$ cat src/rtl/cache_fill_if.sv
// Cache-side and memory-side handshake bundle for the line-fill controller.
interface cache_fill_if #(
    parameter int ADDR_W = 16
);
    logic              miss_detected;
    logic [ADDR_W-1:0] miss_address;
    logic              memory_data_valid;
    logic [15:0]       memory_data_in;
    logic              fsm_busy;
    logic              mem_en;
    logic [ADDR_W-1:0] memory_address;
    logic              write_data_array;
    logic [ADDR_W-1:0] cache_word_addr;
    logic [15:0]       cache_data;
    logic              write_tag_array;
    logic [ADDR_W-1:0] tag_address;

    // Controller side: consumes the miss and memory returns, drives memory and cache writes.
    modport master (
        input  miss_detected, miss_address, memory_data_valid, memory_data_in,
        output fsm_busy, mem_en, memory_address, write_data_array,
               cache_word_addr, cache_data, write_tag_array, tag_address
    );

    // Environment side: cache and main memory.
    modport slave (
        output miss_detected, miss_address, memory_data_valid, memory_data_in,
        input  fsm_busy, mem_en, memory_address, write_data_array,
               cache_word_addr, cache_data, write_tag_array, tag_address
    );
endinterface

$ cat src/rtl/cache_fill_fsm.sv
// Cache miss line-fill controller: issues BLOCK_WORDS pipelined reads for the
// missed line and streams each returned word into the cache data array.
//
//   state | meaning
//   IDLE  | waiting for a miss; memory returns are ignored
//   FILL  | issuing reads and writing returned words; tag written with last word
module cache_fill_fsm #(
    parameter int BLOCK_WORDS = 8,
    parameter int ADDR_W      = 16
) (
    input  logic         clk,
    input  logic         rst,
    cache_fill_if.master bus
);
    localparam int OFF_BITS = $clog2(BLOCK_WORDS) + 1;
    localparam int CNT_W    = $clog2(BLOCK_WORDS) + 1;

    localparam logic [ADDR_W-1:0] ALIGN_MASK = ~ADDR_W'((1 << OFF_BITS) - 1);
    localparam logic [CNT_W-1:0]  CNT_FULL   = CNT_W'(BLOCK_WORDS);
    localparam logic [CNT_W-1:0]  CNT_LAST   = CNT_W'(BLOCK_WORDS - 1);

    typedef enum logic {IDLE, FILL} state_t;

    state_t            state;
    logic [ADDR_W-1:0] base;
    logic [CNT_W-1:0]  issue_cnt;
    logic [CNT_W-1:0]  recv_cnt;

    logic issuing;
    logic receiving;
    logic last_word;

    // Byte address of word cnt within the line; base is aligned so no carry leaves the line.
    function automatic logic [ADDR_W-1:0] word_addr(input logic [ADDR_W-1:0] line_base,
                                                    input logic [CNT_W-1:0]  cnt);
        return line_base + (ADDR_W'(cnt) << 1);
    endfunction

    assign issuing   = (state == FILL) && (issue_cnt < CNT_FULL);
    assign receiving = (state == FILL) && bus.memory_data_valid;
    assign last_word = receiving && (recv_cnt == CNT_LAST);

    // Fill sequencing: latch the line once per miss, count issues and returns independently.
    always_ff @(posedge clk) begin
        if (rst) begin
            state     <= IDLE;
            base      <= '0;
            issue_cnt <= '0;
            recv_cnt  <= '0;
        end else begin
            case (state)
                IDLE: begin
                    if (bus.miss_detected) begin
                        base      <= bus.miss_address & ALIGN_MASK;
                        issue_cnt <= '0;
                        recv_cnt  <= '0;
                        state     <= FILL;
                    end
                end
                FILL: begin
                    if (issuing)   issue_cnt <= issue_cnt + CNT_W'(1);
                    if (receiving) recv_cnt  <= recv_cnt + CNT_W'(1);
                    if (last_word) state     <= IDLE;
                end
                default: state <= IDLE;
            endcase
        end
    end

    assign bus.fsm_busy         = (state == FILL);
    assign bus.mem_en           = issuing;
    assign bus.memory_address   = issuing ? word_addr(base, issue_cnt) : '0;
    assign bus.tag_address      = base;
    assign bus.write_data_array = receiving;
    assign bus.cache_word_addr  = receiving ? word_addr(base, recv_cnt) : '0;
    assign bus.cache_data       = bus.memory_data_in;
    assign bus.write_tag_array  = last_word;
endmodule

$ cat src/flat_wrapper.sv
// flat-port wrapper written by rule: the top's interface ports become plain ports
module cache_fill_fsm_flat 
#(
    parameter int BLOCK_WORDS = 8,
    parameter int ADDR_W      = 16
)
  (clk, rst, bus_miss_detected, bus_miss_address, bus_memory_data_valid, bus_memory_data_in, bus_fsm_busy, bus_mem_en, bus_memory_address, bus_write_data_array, bus_cache_word_addr, bus_cache_data, bus_write_tag_array, bus_tag_address);
  cache_fill_if #(.ADDR_W(ADDR_W)) bus_i ();
  input  logic clk;
  input  logic rst;
  input wire logic [$bits(bus_i.miss_detected)-1:0] bus_miss_detected;
  input wire logic [$bits(bus_i.miss_address)-1:0] bus_miss_address;
  input wire logic [$bits(bus_i.memory_data_valid)-1:0] bus_memory_data_valid;
  input wire logic [$bits(bus_i.memory_data_in)-1:0] bus_memory_data_in;
  output wire logic [$bits(bus_i.fsm_busy)-1:0] bus_fsm_busy;
  output wire logic [$bits(bus_i.mem_en)-1:0] bus_mem_en;
  output wire logic [$bits(bus_i.memory_address)-1:0] bus_memory_address;
  output wire logic [$bits(bus_i.write_data_array)-1:0] bus_write_data_array;
  output wire logic [$bits(bus_i.cache_word_addr)-1:0] bus_cache_word_addr;
  output wire logic [$bits(bus_i.cache_data)-1:0] bus_cache_data;
  output wire logic [$bits(bus_i.write_tag_array)-1:0] bus_write_tag_array;
  output wire logic [$bits(bus_i.tag_address)-1:0] bus_tag_address;
  assign bus_i.miss_detected = bus_miss_detected;
  assign bus_i.miss_address = bus_miss_address;
  assign bus_i.memory_data_valid = bus_memory_data_valid;
  assign bus_i.memory_data_in = bus_memory_data_in;
  assign bus_fsm_busy = bus_i.fsm_busy;
  assign bus_mem_en = bus_i.mem_en;
  assign bus_memory_address = bus_i.memory_address;
  assign bus_write_data_array = bus_i.write_data_array;
  assign bus_cache_word_addr = bus_i.cache_word_addr;
  assign bus_cache_data = bus_i.cache_data;
  assign bus_write_tag_array = bus_i.write_tag_array;
  assign bus_tag_address = bus_i.tag_address;
  cache_fill_fsm #(.BLOCK_WORDS(BLOCK_WORDS), .ADDR_W(ADDR_W)) u_core (.clk(clk), .rst(rst), .bus(bus_i));
endmodule
$ cat config.mk
export PLATFORM = sky130hd
export DESIGN_NAME = cache_fill_fsm_flat
export DESIGN_NICKNAME = d
export VERILOG_FILES = /design/src/rtl/cache_fill_if.sv /design/src/rtl/cache_fill_fsm.sv /design/src/flat_wrapper.sv
export SDC_FILE = /design/constraint.sdc
export NUM_CORES = 1
export LEC_CHECK = 0
export CAP_MARGIN = 20
export CORE_MARGIN = 2
export CORE_UTILIZATION = 39
export DETAILED_ROUTE_END_ITERATION = 6
export PLACE_DENSITY = 0.84
export SYNTH_ARGS = -nofsm -noshare
export SYNTH_HDL_FRONTEND = slang
export SYNTH_SLANG_ARGS = --single-unit
$ cat constraint.sdc
create_clock -name clk -period 3.4 [get_ports clk]
set_input_delay 0.51 -clock clk [delete_from_list [all_inputs] [get_ports clk]]
set_output_delay 0.51 -clock clk [all_outputs]
set_load 0.02 [all_outputs]
==> key figures <==
Run status
  – Status: finished, final reports clean

Pwr
  – Sequential share of power: 0.486
  – PwrDens: 274 nW/um^2
  – Clock power frac: 0.282
  – Logic pwr share: 0.232
  – Net Sw Frac: 0.298
  – P_int: 402 uW
  – Leak pwr: 0.000732 uW
  – Overall power: 572 uW
  – Switch Pwr: 171 uW
  – VDD IR max: 0.000155 V

Global routing
  – Initial antenna violation count: 0
  – Global route overflow: 0
  – First-pass GRT wire length: 6580 um
  – Vias in the first global route: 1,454
  – GRT Overall Usage: 0.184
  – Maximum number of pins on one net before global-route repair: 22

Worst hold path
  – HP Class: reg -> reg

Clock network
  – CTS Hold Bufs: 0
  – Clk buf depth: 2
  – # clock sinks: 21
  – # H-tree levels: 1
  – Worst skew pair latency: 0.25 ns
  – # resized after CTS: 0
  – Post-CTS setup repair buffer count: 0
  – Root buffer cell: clkbuf_8
  – TritonCTS clock tree: built
  – Clock-pin slew on the worst setup and hold paths: 0.07 ns
  – TritonCTS Buffers: 3

Logic synthesis
  – Adder-cell share of the synthesized area: 0.0474
  – Area share of xor/xnor cells in the synthesized design: 0.0442
  – Syn_area_per_cell: 7.33 um^2
  – Post-Syn Instances: 216
  – Post-Syn Area: 1580 um^2
  – Proportion of synthesized area in mux cells: 0.0126
  – Simple-gate share of the synthesized area: 0.293
  – Synth warn: 0
  – Seq/Total Area, Yosys: 0.265
  – Library cells used by synthesis: 35
  – Compound-gate portion of the synthesized area: 0.168
  – Main combinational cell family by area after synthesis: simple AND/OR/NAND/NOR gates
  – #FFs+latches synth: 21

Floorplanning
  – Ports: 104
  – Die Span X: 67.7 um
  – Initial Util: 0.402
  – Core area: 3940 um^2
  – Die ar.: 4590 um^2
  – FP Rows: 23
  – Die Ht: 67.7 um

Run
  – Max Cap Violations: 0

Worst setup path
  – Crit Path Max Fanout: 5
  – Worst path arrival time: 2.50 ns
  – CP Class: reg -> out
  – Crit path launch type: flop
  – Worst EP required: 2.89 ns
  – Critical Path End Type: output pin

STA
  – Fmax: 332 MHz
  – Clk_skew: 0.00102 ns
  – Final critical-path share of the clock period: 0.886
  – Final hold violations: 0
  – Slew Viols, Final: 0
  – Setup TNS: 0 ns
  – RSZ-0062 raised after global routing: false
  – Min Tclk post-route: 3.01 ns
  – WHS: 0.495 ns
  – Slew margin rel.: 0.335
  – Final setup violation count: 0
  – Worst Tran Pin Value: 0.995 ns

Layout
  – Nets: 294
  – Commonest cells after routing, fill and taps aside: clkdlybuf4s50_1, nand2_1, a21oi_1
  – Design area: 2090 um^2
  – Layout cells sized above 1: 0.0438
  – Area growth syn-to-layout: 31.8%
  – # diodes: 0
  – Commonest non-fill, non-tap cell in the layout: clkdlybuf4s50_1

Route
  – Vias: 1,573
  – Starting DRT DRC Count: 92
  – Vias per inst: 5.23
  – Total wire length: 4010 um
  – WL/cell: 13.3 um
  – Drc violations: 0
  – Routed Antenna Nets: 0
  – Detailed Routing Iterations Pass 1: 4

Placement
  – Detailed Place HPWL: 2990 um
  – Routability cong.: 0.831
  – Port Buffers: 61
  – Cell Area, Placed: 2040 um^2
-- per-stage QoR --
step	cells	worst slack, ns	util
6_report	301	0.388	0.529
5_1_grt	301	0.205	0.529
4_1_cts	301	0.378	0.529
3_5_place_dp	297	0.597	0.518
3_3_place_gp	297	0.611	0.518
2_1_floorplan	221	1.04	-
-- cell families (layout without fill, tap and decap cells) --
logic type / after synthesis / after routing
compound gates: 48 / 48
xor+xnor: 8 / 8
fa+ha+maj: 6 / 6
buf+inv: 41 / 71
flops: 21 / 21
mux: 2 / 2
other cells: 1 / 6
simple gates: 89 / 89
-- synth_stat cells --
library cell  number  share of area
nand2_1           32          0.076
a21oi_1           30          0.095
buf_4             27           0.13
dfxtp_1           21           0.27
nor2_1             9          0.021
o21ai_0            9          0.028
clkbuf_1           8          0.019
nand3_1            8          0.025
ha_1               6          0.047
xor2_1             6          0.033
nand4_1            5          0.020
o31ai_1            5          0.024
or3_1              5          0.020
or4_1              5          0.024
and2_1             4          0.016
and3_1             4          0.016
inv_1              4         0.0095
or3_2              4          0.019
nand2b_1           3          0.012
nor3_1             3         0.0095
mux2i_1            2          0.013
nand3b_1           2         0.0095
xnor2_1            2          0.011
a41oi_1            1         0.0055
and3b_1            1         0.0055
buf_2              1         0.0032
buf_6              1         0.0071
conb_1             1         0.0024
nand4_2            1         0.0079
nor2b_1            1         0.0040
nor3b_1            1         0.0047
nor4_1             1         0.0040
o211ai_1           1         0.0047
o21a_1             1         0.0047
o31a_2             1         0.0063
-- worst paths after layout --
path / from / endpoint / slack, ns / cells after the start
min reg2reg: u_core.recv_cnt[2]$_SDFFE_PP0P_ / u_core.recv_cnt[2]$_SDFFE_PP0P_ / 0.49 / 2
max: u_core.bus.tag_address[4]$_SDFFE_PP0P_ / bus_cache_word_addr[14] / 0.39 / 6
max reg2reg: u_core.bus.fsm_busy$_SDFF_PP0_ / u_core.bus.tag_address[5]$_SDFFE_PP0P_ / 1.71 / 3
min: u_core.recv_cnt[2]$_SDFFE_PP0P_ / u_core.recv_cnt[2]$_SDFFE_PP0P_ / 0.49 / 2
-- per-layer routing --
metal / global-route usage / wire length, um / share of wire / up-vias
met5: 0 / 0 / 0 / -
met4: 0.0663 / 37 / 0.0092 / 0
met3: 0.0283 / 296 / 0.074 / 8
met2: 0.300 / 1880 / 0.47 / 57
met1: 0.244 / 1790 / 0.45 / 718
li1: - / - / - / 790
-- power groups by stage --
stage	clock network [uW]	registers, uW	logic [uW]
finish	161	278	133
floorplan	0	283	104
global route	178	281	144
detailed placement	0	284	133
global placement	0	283	131
CTS	166	278	134
-- area by class of cell --
class | count | area (um^2)
Timing Repair Buffer | 63 | 626
Fill cell | 388 | 1860
Multi-Input combinational cell | 159 | 918
Tap cell | 50 | 62.6
Inverter | 4 | 15.0
Sequential cell | 21 | 420
Clock buffer | 4 | 45.0
-- sequential cells by signal (all words and copies together), names as in the netlist --
name                    cells
u_core.bus.fsm_busy         1
u_core.bus.tag_address     12
u_core.issue_cnt            4
u_core.recv_cnt             4
-- worst max-delay path, cell delays in order, from the launching register on --
cell and delay [ns]:
dfxtp_1 0.42, ha_1 0.20, ha_1 0.24, inv_1 0.10, or4_1 0.50, a21oi_1 0.16, clkdlybuf4s50_1 0.63
Note: power is estimated with default switching activity, not from simulation.
